===== src/rtl/ch2_38_decoder.sv =====
// ch2_38_decoder
//
// Registered 3-to-8 line decoder. A binary select is turned into a one-hot
// line with exactly one clock of latency. There is no combinational path from
// SEL to O. This is a leaf block used to drive the select and enable lines of
// downstream muxes.
//
// Parameters
//   SEL_W  select width (legal 1..5). O is 2**SEL_W bits wide.
//
// Ports
//   CLK  in   1         rising-edge clock, the only clock
//   RST  in   1         asynchronous, active-high reset
//   EN   in   1         decode enable, sampled on CLK rise
//   SEL  in   SEL_W     binary select
//   O    out  2**SEL_W  registered one-hot decode
//   VLD  out  1         high while O holds a decode of an enabled SEL
//
// Configuration macro
//   DECODER_ACTIVE_LOW_EN
//     Undefined (default): O is active-high. The idle and reset value is all zeros.
//     Defined: every O bit is inverted. The selected line is 0 and all other
//     lines are 1. The idle and reset value is all ones. VLD stays active-high
//     in both builds.

module ch2_38_decoder #(
    parameter int SEL_W = 3
) (
    input  logic                  CLK,
    input  logic                  RST,
    input  logic                  EN,
    input  logic [SEL_W-1:0]      SEL,
    output logic [(1<<SEL_W)-1:0] O,
    output logic                  VLD
);

    localparam int OW = 1 << SEL_W;

`ifdef DECODER_ACTIVE_LOW_EN
    localparam logic [OW-1:0] INACTIVE = '1;
`else
    localparam logic [OW-1:0] INACTIVE = '0;
`endif

    logic [OW-1:0] o_q, o_d;
    logic          vld_q, vld_d;
    logic [OW-1:0] oneHot;

    // Next-state decode. The one-hot pattern is XORed with the inactive
    // value so that the active-low build flips every bit without needing a
    // second decode path. When the select is unknown in simulation, the
    // output is forced idle so an X never reaches the downstream enables.
    always_comb begin
        oneHot      = '0;
        oneHot[SEL] = 1'b1;
        o_d         = INACTIVE;
        vld_d       = 1'b0;
        if (EN) begin
            o_d   = oneHot ^ INACTIVE;
            vld_d = 1'b1;
        end
`ifndef SYNTHESIS
        if (EN && $isunknown(SEL)) begin
            o_d   = INACTIVE;
            vld_d = 1'b0;
        end
`endif
    end

    // Output registers. Reset clears them at once without waiting for a clock
    // edge. Any sample that was in flight when reset arrived is lost.
    always_ff @(posedge CLK or posedge RST) begin
        if (RST) begin
            o_q   <= INACTIVE;
            vld_q <= 1'b0;
        end else begin
            o_q   <= o_d;
            vld_q <= vld_d;
        end
    end

    assign O   = o_q;
    assign VLD = vld_q;

`ifndef SYNTHESIS
    // Output invariants. When VLD is high, exactly one line is active.
    // When VLD is low, no line is active.
    validOneHot: assert property (@(posedge CLK) disable iff (RST)
        VLD |-> $onehot(O ^ INACTIVE));
    idleInactive: assert property (@(posedge CLK) disable iff (RST)
        !VLD |-> (O == INACTIVE));
`endif

endmodule


===== config.mk =====
export PLATFORM = sky130hd
export DESIGN_NAME = ch2_38_decoder
export DESIGN_NICKNAME = d
export VERILOG_FILES = /design/src/rtl/ch2_38_decoder.sv
export SDC_FILE = /design/constraint.sdc
export NUM_CORES = 1
export LEC_CHECK = 0
export CAP_MARGIN = 25
export CORE_AREA = 4 4 41 43
export DETAILED_ROUTE_END_ITERATION = 12
export DIE_AREA = 0 0 45 47
export PLACE_DENSITY = 0.59
export SYNTH_ARGS = -nofsm -noshare
export SYNTH_HDL_FRONTEND = slang
export SYNTH_SLANG_ARGS = --single-unit

===== constraint.sdc =====
create_clock -name CLK -period 0.8 [get_ports CLK]
set_input_delay 0.08 -clock CLK [delete_from_list [all_inputs] [get_ports CLK]]
set_output_delay 0.08 -clock CLK [all_outputs]
set_load 0.01 [all_outputs]

==> impl_results.md <==
- Synth top cells by count: dfrtp_1, and4b_2, and4bb_1
- Final setup vio count: 9
- Max-cap violations: 0
- DR iter-0 viols: 1
- Initial Util: 0.2490
- Slew Limit Fails: 0
- CTS tree: built
- Crit path kind: flop to output port
- Seq/Total Area, Yosys: 0.6950
- Core footprint: 1301 um^2
- Crit path from: O[1]$_DFF_PP0_
- VDD IR max: 0.0006747 V
- Min-Delay Path Class: input pin to async pin
- Synthesized area per cell: 18.00 um^2
- Post-Synth Adder-Cell Area: 0
- Tot GR Track Use: 0.07594
- Top_reg_cell synth: dfrtp_1
- Final worst setup slack: -25.24 ps
- Slowest CP cell: dfrtp_1
- CP Depth: 1
- Multiplexer area fraction after synthesis: 0
- Area delta synth->final: 50.19%
- Die height: 47 um
- Warnings, synthesis: 0
- Port Buffers: 14
- Post-synth EDFFs: 0
- Core Util, Final: 0.3740
- Grt ovf: 0
- FP Rows: 13
- Post-synth cell types: 8
- Synth Instances: 18
- First-pass GRT wire length: 1.014 mm
- Post-synthesis simple-gate area fraction: 0.2934
- Die Area: 2115 um^2
- CP required: 720 ps
- Worst path bufs/invs: 1
- Worst-margin pin slew: 309.1 ps
- DRT Pass-1 Iters: 2
- Top-count cell post-synth: dfrtp_1
- CTS root buf: clkbuf_4
- Critical Path Max Stage Delay: 360 ps
- Largest net degree at the start of global routing: 10
- Fin crit share: 1.032
- Vias in the first global route: 210
- Routability cong.: 0.7278
- Drt total wl: 641 um
- Die X-Extent: 45 um
- Layout fillers: 139
- Max Clk Rate: 1212 MHz
- Post-Synth XOR/XNOR Area: 0
- Critical path's top delay family: flip-flops
- Minimum clock period: 825.2 ps
- Via count: 207
- Post-Syn Nets: 24
- Failing checks: setup timing
- Post-route DRC violation count: 0
- CTS Buffer Depth: 2
- CP Cell Sequence: buf_2
- I/O pin count: 15
- Synth area leaders: dfrtp_1, and4bb_1, and4b_2
- LEAKAGE: 0.2816 nW
- Num CTS Buffers: 3
- PD cells: 1843 nW/um^2
- Post-CTS setup buffers: 0
- Worst Path Arrival: 750 ps
- Main combinational cell family by area after synthesis: simple AND/OR/NAND/NOR gates
- Unrepaired setup endpoints after global routing: yes
- Synth Area in Compound Gates: 0
- #FFs+latches synth: 9
- Slew HR: 0.7937
- Share of cells above drive strength 1: 0.4722
- Top cell type's share of synthesized area: 0.6950
- Ant. Diodes: 0
- Final Hold Vio Count: 0
- Layout Nets: 43
- CTS clk-pin slew, worst paths: 60 ps
- Critical Path Sink Type: output port
- Antenna viol nets, final: 0
- H-Tree Level Count: 1
- Via density: 4.059
- Highest fanout seen on the critical path: 1
- Synth area leader: dfrtp_1
- Status: complete, but fails checks
- Clock sink count: 9
- Pwr Total: 0.0008973 W
- Antenna violations before repair: 0
- Async S/R FF share, synth: 1.000
- Drt wl/cell: 12.57 um
- Mapped Area: 324.1 um^2
- Setup crit start kind: flop
-- worst max-delay path by stage --
stage                     end  slack, ps
2_1_floorplan            O[0]        340
3_3_place_gp   O[2]$_DFF_PP0_       -220
3_5_place_dp   O[2]$_DFF_PP0_       -260
4_1_cts                  O[1]        -40
5_1_grt                  O[2]        -80
6_report                 O[1]        -30
-- layout by cell type, fill, tap and decap left out, drive strengths merged --
master / Yosys / final
inv: 1 / 1
dfrtp: 9 / 9
and4bb: 3 / 3
clkdlybuf4s50: 0 / 2
buf: 0 / 9
clkbuf: 0 / 4
and4b: 3 / 3
dlymetal6s2s: 0 / 3
nor4b: 1 / 1
and4: 1 / 1
-- report_power, final --
group          leakage, nW  internal, W  switching (W)
registers            0.121     0.000468     0.00000259
logic                0.145    0.0000456      0.0000441
clock network       0.0150     0.000191       0.000146
total                0.282     0.000705       0.000192
-- final cells by class --
class	instances	area (um^2)	share of cell area
Inverter	1	3.754	0.007712
Clock buffer	4	26.28	0.05398
Timing Repair Buffer	14	108.9	0.2236
Multi-Input combinational cell	8	103.9	0.2134
Tap cell	15	18.77	0.03856
Sequential cell	9	225.2	0.4627
-- metrics by stage --
stage,TNS [ps],hold WS [ps],cells,cell area (um^2),setup WS [ps]
4_1_cts,-315.4,74.85,51,464.2,-40.88
3_5_place_dp,-2943,351.2,47,483.0,-264.3
5_1_grt,-558.2,94.09,51,486.7,-77.96
3_3_place_gp,-2554,348.4,47,483.0,-217.8
6_report,-158.2,70.38,51,486.7,-25.24
2_1_floorplan,0,-92.08,18,324.1,344.4
-- logic make-up (layout without fill, tap and decap cells) --
kind of cell | after synthesis | count (layout)
flops | 9 | 9
simple gates | 8 | 8
buf+inv | 1 | 19
-- flip-flops by register name, summed over array words and instances, names as in the netlist --
register,count
O,8
VLD,1
-- routing by layer --
metal  track usage  vias up  part of all wire
met5             0        -                 0
met3       0.03065        2              0.13
li1              -      105                 -
met2       0.09322       12              0.47
met1       0.07765       88              0.37
met4        0.1228        0             0.030
-- timing repair --
item | CTS | global route
setup endpoints to repair | 9 | 12
pin swaps | 0 | 1
gates resized for setup | 36 | 5
hold buffers | 0 | 0
hold endpoints to repair | 0 | 0
Power figures use the tool's default switching activity.
